===== config.mk =====
export PLATFORM = sky130hd
export DESIGN_NAME = qc_ldpc_codeword_serializer
export DESIGN_NICKNAME = d
export VERILOG_FILES = /design/src/rtl/qc_ldpc_pkg.sv /design/src/rtl/qc_ldpc_piso_shift_reg.sv /design/src/rtl/qc_ldpc_codeword_serializer.sv
export SDC_FILE = /design/constraint.sdc
export NUM_CORES = 2
export LEC_CHECK = 0
export ABC_AREA = 0
export CAP_MARGIN = 40
export CORE_AREA = 2 2 555 557
export DETAILED_ROUTE_END_ITERATION = 7
export DIE_AREA = 0 0 557 559
export PLACE_DENSITY_LB_ADDON = 0.1
export SETUP_SLACK_MARGIN = 0.4
export SYNTH_ARGS = -nofsm -noshare
export SYNTH_HDL_FRONTEND = slang
export SYNTH_HIERARCHICAL = 1
export SYNTH_SLANG_ARGS = --single-unit

===== constraint.sdc =====
create_clock -name clk -period 4.3 [get_ports clk]
set_input_delay 1.075 -clock clk [delete_from_list [all_inputs] [get_ports clk]]
set_output_delay 1.075 -clock clk [all_outputs]
set_load 0.01 [all_outputs]

===== src/rtl/qc_ldpc_pkg.sv =====
// Shared constants and FSM encoding for the QC-LDPC codeword serializer.
package qc_ldpc_pkg;

  localparam int unsigned INFO_LEN        = 2127;
  localparam int unsigned CIRC_SIZE       = 88;
  localparam int unsigned NUM_PARITY_CIRC = 16;
  localparam int unsigned PAR_LEN         = CIRC_SIZE * NUM_PARITY_CIRC;

  typedef enum logic [1:0] {
    ST_IDLE     = 2'd0,
    ST_INFO     = 2'd1,
    ST_WAIT_PAR = 2'd2,
    ST_PARITY   = 2'd3
  } ser_state_t;

endpackage


===== src/rtl/qc_ldpc_piso_shift_reg.sv =====
// Parallel-in / serial-out shift register: parallel load, enable-gated
// left shift, MSB presented as the serial output.
module qc_ldpc_piso_shift_reg #(
  parameter int unsigned WIDTH = qc_ldpc_pkg::PAR_LEN
) (
  input  logic             clk,
  input  logic             reset,
  input  logic             load_en,
  input  logic [WIDTH-1:0] load_data,
  input  logic             shift_en,
  output logic             msb_out
);

  logic [WIDTH-1:0] shift_q;
  logic [WIDTH-1:0] shift_d;

  // Next value: load has priority over shift.
  always_comb begin
    shift_d = shift_q;
    if (load_en) begin
      shift_d = load_data;
    end else if (shift_en) begin
      shift_d = {shift_q[WIDTH-2:0], 1'b0};
    end
  end

  // Shift register storage.
  always_ff @(posedge clk) begin
    if (reset) begin
      shift_q <= '0;
    end else begin
      shift_q <= shift_d;
    end
  end

  assign msb_out = shift_q[WIDTH-1];

endmodule


===== src/rtl/qc_ldpc_codeword_serializer.sv =====
// QC-LDPC codeword serializer: forwards INFO_LEN systematic bits (latency 1,
// no backpressure), then shifts out the captured PAR_LEN-bit parity vector
// MSB first under a valid/ready handshake.
// Optional feature macro: QC_LDPC_SER_FRAME_FLAGS_EN (out_sop/out_eop ports
// and the stray-info-beat check).
module qc_ldpc_codeword_serializer #(
  parameter int unsigned INFO_LEN        = qc_ldpc_pkg::INFO_LEN,
  parameter int unsigned CIRC_SIZE       = qc_ldpc_pkg::CIRC_SIZE,
  parameter int unsigned NUM_PARITY_CIRC = qc_ldpc_pkg::NUM_PARITY_CIRC
) (
  input  logic                                  clk,
  input  logic                                  reset,
  input  logic                                  start_in,
  input  logic                                  info_bit_in,
  input  logic                                  info_valid_in,
  input  logic [CIRC_SIZE*NUM_PARITY_CIRC-1:0]  parity_vector_in,
  input  logic                                  parity_done_in,
  output logic                                  out_bit,
  output logic                                  out_valid,
  input  logic                                  out_ready,
`ifdef QC_LDPC_SER_FRAME_FLAGS_EN
  output logic                                  out_sop,
  output logic                                  out_eop,
`endif
  output logic                                  frame_done,
  output logic                                  busy,
  output logic                                  err_sticky
);

  import qc_ldpc_pkg::ser_state_t;
  import qc_ldpc_pkg::ST_IDLE;
  import qc_ldpc_pkg::ST_INFO;
  import qc_ldpc_pkg::ST_WAIT_PAR;
  import qc_ldpc_pkg::ST_PARITY;

  localparam int unsigned PAR_LEN = CIRC_SIZE * NUM_PARITY_CIRC;
  localparam int unsigned INFO_CW = $clog2(INFO_LEN + 1);
  localparam int unsigned PAR_CW  = $clog2(PAR_LEN + 1);
  localparam logic [INFO_CW-1:0] INFO_LAST = INFO_CW'(INFO_LEN - 1);
  localparam logic [PAR_CW-1:0]  PAR_LAST  = PAR_CW'(PAR_LEN - 1);

  ser_state_t         state_q, state_d;
  logic [INFO_CW-1:0] info_cnt_q, info_cnt_d;
  logic [PAR_CW-1:0]  par_cnt_q, par_cnt_d;
  logic               info_bit_q, info_bit_d;
  logic               info_valid_q, info_valid_d;
  logic               frame_done_q, frame_done_d;
  logic               err_q, err_d;
`ifdef QC_LDPC_SER_FRAME_FLAGS_EN
  logic               sop_q, sop_d;
`endif

  logic load_en;
  logic shift_en;
  logic par_msb;
  logic par_active;
  logic par_accept;
  logic info_beat;
  logic info_last;

  // The last info bit is still on the output during the first cycle after
  // leaving INFO; parity output is held off until that beat has gone out.
  assign par_active = (state_q == ST_PARITY) && !info_valid_q;
  assign par_accept = par_active && out_ready;
  assign info_beat  = (state_q == ST_INFO) && info_valid_in;
  assign info_last  = info_beat && (info_cnt_q == INFO_LAST);

  // Next-state, counter and error-flag logic.
  always_comb begin
    state_d      = state_q;
    info_cnt_d   = info_cnt_q;
    par_cnt_d    = par_cnt_q;
    info_bit_d   = info_bit_q;
    info_valid_d = 1'b0;
    frame_done_d = 1'b0;
    err_d        = err_q;
    load_en      = 1'b0;
    shift_en     = 1'b0;
`ifdef QC_LDPC_SER_FRAME_FLAGS_EN
    sop_d        = 1'b0;
`endif

    // Info beats cannot be stalled; a refused one is still counted as sent.
    if (info_valid_q && !out_ready) begin
      err_d = 1'b1;
    end

    unique case (state_q)
      ST_IDLE: begin
        if (parity_done_in) begin
          err_d = 1'b1;
        end
        // The frame_done cycle still belongs to the finishing frame.
        if (start_in) begin
          if (frame_done_q) begin
            err_d = 1'b1;
          end else begin
            state_d    = ST_INFO;
            info_cnt_d = '0;
          end
        end
      end

      ST_INFO: begin
        if (start_in) begin
          err_d = 1'b1;
        end
        if (info_beat) begin
          info_bit_d   = info_bit_in;
          info_valid_d = 1'b1;
          info_cnt_d   = info_cnt_q + INFO_CW'(1);
`ifdef QC_LDPC_SER_FRAME_FLAGS_EN
          sop_d        = (info_cnt_q == '0);
`endif
        end
        if (info_last) begin
          if (parity_done_in) begin
            load_en   = 1'b1;
            par_cnt_d = '0;
            state_d   = ST_PARITY;
          end else begin
            state_d   = ST_WAIT_PAR;
          end
        end else if (parity_done_in) begin
          err_d = 1'b1;
        end
      end

      ST_WAIT_PAR: begin
        if (start_in) begin
          err_d = 1'b1;
        end
`ifdef QC_LDPC_SER_FRAME_FLAGS_EN
        if (info_valid_in) begin
          err_d = 1'b1;
        end
`endif
        if (parity_done_in) begin
          load_en   = 1'b1;
          par_cnt_d = '0;
          state_d   = ST_PARITY;
        end
      end

      ST_PARITY: begin
        if (start_in || parity_done_in) begin
          err_d = 1'b1;
        end
`ifdef QC_LDPC_SER_FRAME_FLAGS_EN
        if (info_valid_in) begin
          err_d = 1'b1;
        end
`endif
        if (par_accept) begin
          shift_en  = 1'b1;
          par_cnt_d = par_cnt_q + PAR_CW'(1);
          if (par_cnt_q == PAR_LAST) begin
            frame_done_d = 1'b1;
            state_d      = ST_IDLE;
          end
        end
      end

      default: state_d = ST_IDLE;
    endcase
  end

  // State, counters and registered outputs.
  always_ff @(posedge clk) begin
    if (reset) begin
      state_q      <= ST_IDLE;
      info_cnt_q   <= '0;
      par_cnt_q    <= '0;
      info_bit_q   <= 1'b0;
      info_valid_q <= 1'b0;
      frame_done_q <= 1'b0;
      err_q        <= 1'b0;
`ifdef QC_LDPC_SER_FRAME_FLAGS_EN
      sop_q        <= 1'b0;
`endif
    end else begin
      state_q      <= state_d;
      info_cnt_q   <= info_cnt_d;
      par_cnt_q    <= par_cnt_d;
      info_bit_q   <= info_bit_d;
      info_valid_q <= info_valid_d;
      frame_done_q <= frame_done_d;
      err_q        <= err_d;
`ifdef QC_LDPC_SER_FRAME_FLAGS_EN
      sop_q        <= sop_d;
`endif
    end
  end

  qc_ldpc_piso_shift_reg #(
    .WIDTH (PAR_LEN)
  ) u_piso (
    .clk       (clk),
    .reset     (reset),
    .load_en   (load_en),
    .load_data (parity_vector_in),
    .shift_en  (shift_en),
    .msb_out   (par_msb)
  );

  assign out_valid  = info_valid_q | par_active;
  assign out_bit    = par_active ? par_msb : (info_bit_q & info_valid_q);
  assign frame_done = frame_done_q;
  assign busy       = (state_q != ST_IDLE);
  assign err_sticky = err_q;
`ifdef QC_LDPC_SER_FRAME_FLAGS_EN
  assign out_sop    = sop_q;
  assign out_eop    = par_active && (par_cnt_q == PAR_LAST);
`endif

endmodule


# After elaboration in Yosys (flattened, before gate mapping)
# Cells that the tools add are included.
dict set report word_totals {
  reg_bits 1437
  in_bits 1415
  out_inout_bits 5
  elab_cells 81
}
dict set report classes {
  addsub 2
  n_eq_ne 12
  mux 35
  n_bitwise 5
  reduce_logical 19
}
# op count
set op_table {}
lappend op_table {{1408-bit 2-to-1 mux} 2}
lappend op_table {{12-bit 2-to-1 mux} 3}
lappend op_table {{11-bit 2-to-1 mux} 3}
lappend op_table {{11-bit one-hot mux with 3 select lines} 1}
lappend op_table {{12-bit one-hot mux with 2 select lines} 1}
lappend op_table {{1-bit 2-to-1 mux} 16}
lappend op_table {{12-bit by 1-bit adder with 12-bit output, second input constant} 1}
lappend op_table {{12-bit == test, second input constant} 1}
lappend op_table {{2-bit 2-to-1 mux} 6}
lappend op_table {{2-bit != test, second input constant} 6}
lappend op_table {{11-bit by 1-bit adder with 11-bit output, second input constant} 1}
lappend op_table {{11-bit == test, second input constant} 1}
lappend op_table {{2-bit one-hot mux with 4 select lines} 1}
lappend op_table {{6-bit AND reduction} 1}
lappend op_table {{2-bit nonzero test} 3}
lappend op_table {{1-bit logical AND} 5}
lappend op_table {{2-bit == test, second input constant} 2}
lappend op_table {{1-bit one-hot mux with 4 select lines} 1}
lappend op_table {{4-bit AND reduction} 1}
lappend op_table {{1-bit NOT} 3}
lappend op_table {{3-bit AND reduction} 1}
lappend op_table {{3-bit nonzero test} 1}
lappend op_table {{3-bit OR reduction} 1}
lappend op_table {{2-bit by 1-bit == test with 1-bit output, second input constant} 1}
lappend op_table {{9 further kinds} 10}

# Depth between registers and ports, before layout
dict set report depth {
  ltp_word 7
  depth_mapped 12
}

# By module
# Netlist, hierarchy kept.
# mod n_inst cells_each area_per_inst_um2
set by_module_without_submodules {}
lappend by_module_without_submodules {qc_ldpc_piso_shift_reg 1 6260 65595.4}
lappend by_module_without_submodules {qc_ldpc_codeword_serializer 1 206 1759.2}

# Least setup slack after synthesis
# No wires, ideal clock.
dict set report synth_path {
  path_type {input to register}
  start {in info_valid_in}
  end {reg u_piso.shift_q[1286]}
  setup_ns 0.138
  arrival_time_ns 2.515
  setup_slack_ns 1.648
  path_stages 9
  path_buffers 4
  path_cell_list {nand2_1 o41ai_1 and3_1 buf_2 buf_2 buf_2 clkbuf_1 nor2b_1 a211oi_1}
}
dict set report synth_via {
  elab_chain_len 5
  word_cells_on_any_way 6
  cone_classes {mux: 3; reduce/logical: 3}
}
# item line
set synth_lines {}
lappend synth_lines {{from (decl)} qc_ldpc_codeword_serializer.sv:15} ;# input logic info_valid_in,
lappend synth_lines {{1-bit logical AND *} qc_ldpc_codeword_serializer.sv:65} ;# assign info_beat = (state_q == ST_INFO) && info_valid_in;
lappend synth_lines {{1-bit logical AND *} qc_ldpc_codeword_serializer.sv:66} ;# assign info_last = info_beat && (info_cnt_q == INFO_LAST);
lappend synth_lines {{1-bit 2-to-1 mux *} qc_ldpc_codeword_serializer.sv:116} ;# if (info_last) begin
lappend synth_lines {{1-bit one-hot mux with 2 select lines *} qc_ldpc_codeword_serializer.sv:88} ;# unique case (state_q)
lappend synth_lines {{via load_en} qc_ldpc_codeword_serializer.sv:53} ;# logic load_en;
lappend synth_lines {{1408-bit 2-to-1 mux or 2-bit nonzero test (tied branches)} --}
lappend synth_lines {{to (signal assigned)} qc_ldpc_piso_shift_reg.sv:32} ;# shift_q <= shift_d;
lappend synth_lines {{to (decl)} qc_ldpc_piso_shift_reg.sv:14} ;# logic [WIDTH-1:0] shift_q;
# The timed path passes the listed nets; every way through them passes the cells marked *.
# A chain may end at the register's enable or synchronous reset.

# Worst setup path after layout
dict set report layout_path {
  start {reg state_q[0]}
  end {out busy}
}
dict set report layout_via {
  elab_chain_len 1
}
# item line
set layout_lines {}
lappend layout_lines {{from (decl)} qc_ldpc_codeword_serializer.sv:42} ;# ser_state_t state_q, state_d;
lappend layout_lines {{from (signal assigned)} qc_ldpc_codeword_serializer.sv:182} ;# state_q <= state_d;
lappend layout_lines {{2-bit nonzero test} qc_ldpc_codeword_serializer.sv:209} ;# assign busy = (state_q != ST_IDLE);
lappend layout_lines {{to (decl)} qc_ldpc_codeword_serializer.sv:26} ;# output logic busy,
# No other way between the ends.

==> metrics.yaml <==
sta:
  finalWorstSetupSlack_ns: 0.592
  slew_viol_final: 0
  hold_viol_final: 0
  worst_pin_slew_ns: 0.876
  min_period_ns: 3.71
  final-setup-viol-count: 0
  slew_headroom_pct: 41.6
  rsz0062_at_grt: "no"
  period_share_pct: 86.2
  finalSetupTns_ns: 0
  max_freq_ghz: 0.270
  skew_ns: 0.0573
logic_synthesis:
  postSynth.asyncResetShare_pct: 0
  synthesis.instances: 6466
  synth-warning-count: 6
  yosys.cell_types.count: 57
  synth_edf_count: 0
  synth_nets: 7889
  syn_area_um2: 67400
  ys_seq_area_share_pct: 42.7
  yosys-top-cells-area: "dfxtp_1 (43%), mux2i_1 (21%), a211oi_1 (16%), nor2b_1 (13%), buf_8 (2.2%)"
  post-synth-top-count-cell: "dfxtp_1"
  avgSynthCellArea_um2: 10.4
  synth_common_cells: "dfxtp_1 (1,437), mux2i_1 (1,414), a211oi_1 (1,410), nor2b_1 (1,408), clkbuf_1 (392)"
  synth_top_cell_area_share_pct: 42.7
  ys_ff_latch: 1437
  yosys.area.top_type: "dfxtp_1"
  synth_top_flop_cell: "dfxtp_1"
setup_path:
  worstReg2RegStart: "state_q[1]$_SDFFE_PP0P_"
  r2r-end: "u_piso/shift_q[836]$_SDFFE_PP0P_"
  path_max_fanout: 10
  arrival_ns: 2.63
  required_ns: 3.22
  reg2reg_slack_ns: 1.19
  path_class: "flip-flop to output port"
  crit_start: "state_q[0]$_SDFFE_PP0P_"
  worstSetupEndpointType: "output port"
  r2r_cells: 8
  startpoint_type: "flip-flop"
route:
  wl_met3_mm: 16.4
  top_layer_used: "met5"
  ant_nets: 0
  wire_per_inst_um: 23.9
  routed_wl_mm: 284
  route.met2.wl_mm: 132
  viasPerCell: 4.51
  firstDrtPassIters: 5
  via_count: 53593
  initialDrtViolationCount: 2702
  drcViolationCount: 0
  m1WireLength_mm: 129
floorplanning:
  core_um2: 305000
  fp.dieW_um: 557
  floorplan.initialDensity_pct: 22.1
  rows: 203
  floorplan.die_area_um2: 311000
  die_y_um: 559
  io_pins: 1420
power_and_ir_drop:
  power_density_nw_per_um2: 411
  power_leakage_nw: 27.4
  ir_worst_vdd_v: 0.000286
cts:
  htreeDepth: 4
  cts_buffers: 184
  cts_root_buf: "clkbuf_16"
  cts.sinks: 1437
  cts_tree: "yes"
  path_clk_slew_ns: 0.05
  ctsLongestPathBuffers: 4
  clock_latency_ns: 0.87
  post_cts_buffers: 0
  hold_buffers: 0
global_route:
  grt_max_degree: 144
  overflow: 0
  grt_antenna_before_repair: 120
  grt_pass1_vias: 55581
  grt_pass1_wl_mm: 406
  gr-usage-all-layers_pct: 17.4
layout:
  final_nets: 9034
  drive_gt1_share_pct: 5.86
  fillerInstances: 31632
  area_growth_pct: 35.3
min_path:
  hold_end: "info_bit_q$_SDFFE_PP0P_"
  whs_path_depth: 2
  hp-start: "info_bit_q$_SDFFE_PP0P_"
  hold_path.class: "flip-flop to flip-flop"
placement:
  routabilityCongestion: 0.807
  place_hpwl_mm: 209
  post-place-ws_ns: 0.533
  io_buffers: 1419
job:
  drv_cap: 0
outcome:
  status: "complete, no violations"
## sequential cells by signal (all words and copies together), names as in the netlist
name and flops:
err_sticky 1, frame_done 1, info_bit_q 1, info_cnt_q 12, info_valid_q 1, par_cnt_q 11
state_q 2, u_piso/shift_q 1408
## placed cells by master (no fill, tap or decap), types with 7 or more instances in the layout
master and count:
nor2b_1 1408, buf_4 86, dfxtp_1 1437, diode_2 32
a21oi_1 11, clkbuf_16 188, a32o_1 7, nand2_1 17
clkbuf_1 62, mux2i_1 1414, buf_12 88, a211oi_1 1410
ha_1 7, nand3_1 17, o21ai_0 9, clkdlybuf4s50_1 1417
inv_1 16, nor2_1 9, clkbuf_8 51, clkinv_2 11
## per-layer routing
metal | global-route usage [%] | up-vias
li1 | - | 25963
met1 | 22.8 | 25715
met2 | 28.6 | 1436
met3 | 3.99 | 423
met4 | 4.54 | 56
met5 | 0 | -
## metrics by stage
| step | std cells | total power [mW] | area, um^2 | hold WS [ns] | utilization, % |
|---|---|---|---|---|---|
| floorplan | 6466 | 19.4 | 67400 | 0.437 | - |
| global placement | 11525 | 22.3 | 85100 | 0.452 | 27.9 |
| detailed placement | 11525 | 22.3 | 85100 | 0.460 | 27.9 |
| CTS | 11850 | 38.1 | 91100 | 0.468 | 29.9 |
| global route | 11867 | 39.2 | 91100 | 0.488 | 29.9 |
| finish | 11882 | 37.4 | 91100 | 0.467 | 29.9 |
## power by group
group          internal (mW)  switching [mW]
logic                   3.42            3.19
registers               14.6           0.776
clock network           9.09            6.33
total                   27.1            10.3
## cell families after synthesis
family	after synthesis	share of synthesized area, %
AND/OR/NAND/NOR	1490	13.8
AO/OA/AOI/OAI	1462	16.3
flip-flops	1437	42.7
multiplexers	1414	21.0
buffers and inverters	652	6.00
adder cells (fa/ha/maj)	8	0.149
XOR/XNOR	3	0.0390
## critical path, stage by stage, from the launching register on
cell             delay (ns)
dfxtp_1                0.39
inv_1                  0.12
ha_1                   0.36
inv_1                  0.32
clkdlybuf4s50_1        0.62
## cell type report
class | instances | area, um^2 | share of cell area [%]
repair buffers | 1593 | 16600 | 18.2
clock buffers | 301 | 5640 | 6.19
multi-input cells | 4377 | 34600 | 37.9
clock inverters | 24 | 278 | 0.305
inverters | 18 | 82.6 | 0.0906
diodes | 32 | 80.1 | 0.0879
well taps | 4100 | 5130 | 5.63
flip-flops and latches | 1437 | 28800 | 31.6
## worst max path at each step
stage	end	slack, ns
2_1_floorplan	u_piso/shift_q[1286]$_SDFFE_PP0P_	1.65
3_3_place_gp	u_piso/shift_q[486]$_SDFFE_PP0P_	0.58
3_5_place_dp	u_piso/shift_q[505]$_SDFFE_PP0P_	0.53
4_1_cts	busy	0.43
5_1_grt	busy	0.44
6_report	busy	0.59
## repair_timing
item,4_1_cts,5_1_grt
setup endpoints to repair,1,0
endpoints found under the hold margin,0,0
resized for setup,2,0
(Power assumes the default switching activity.)
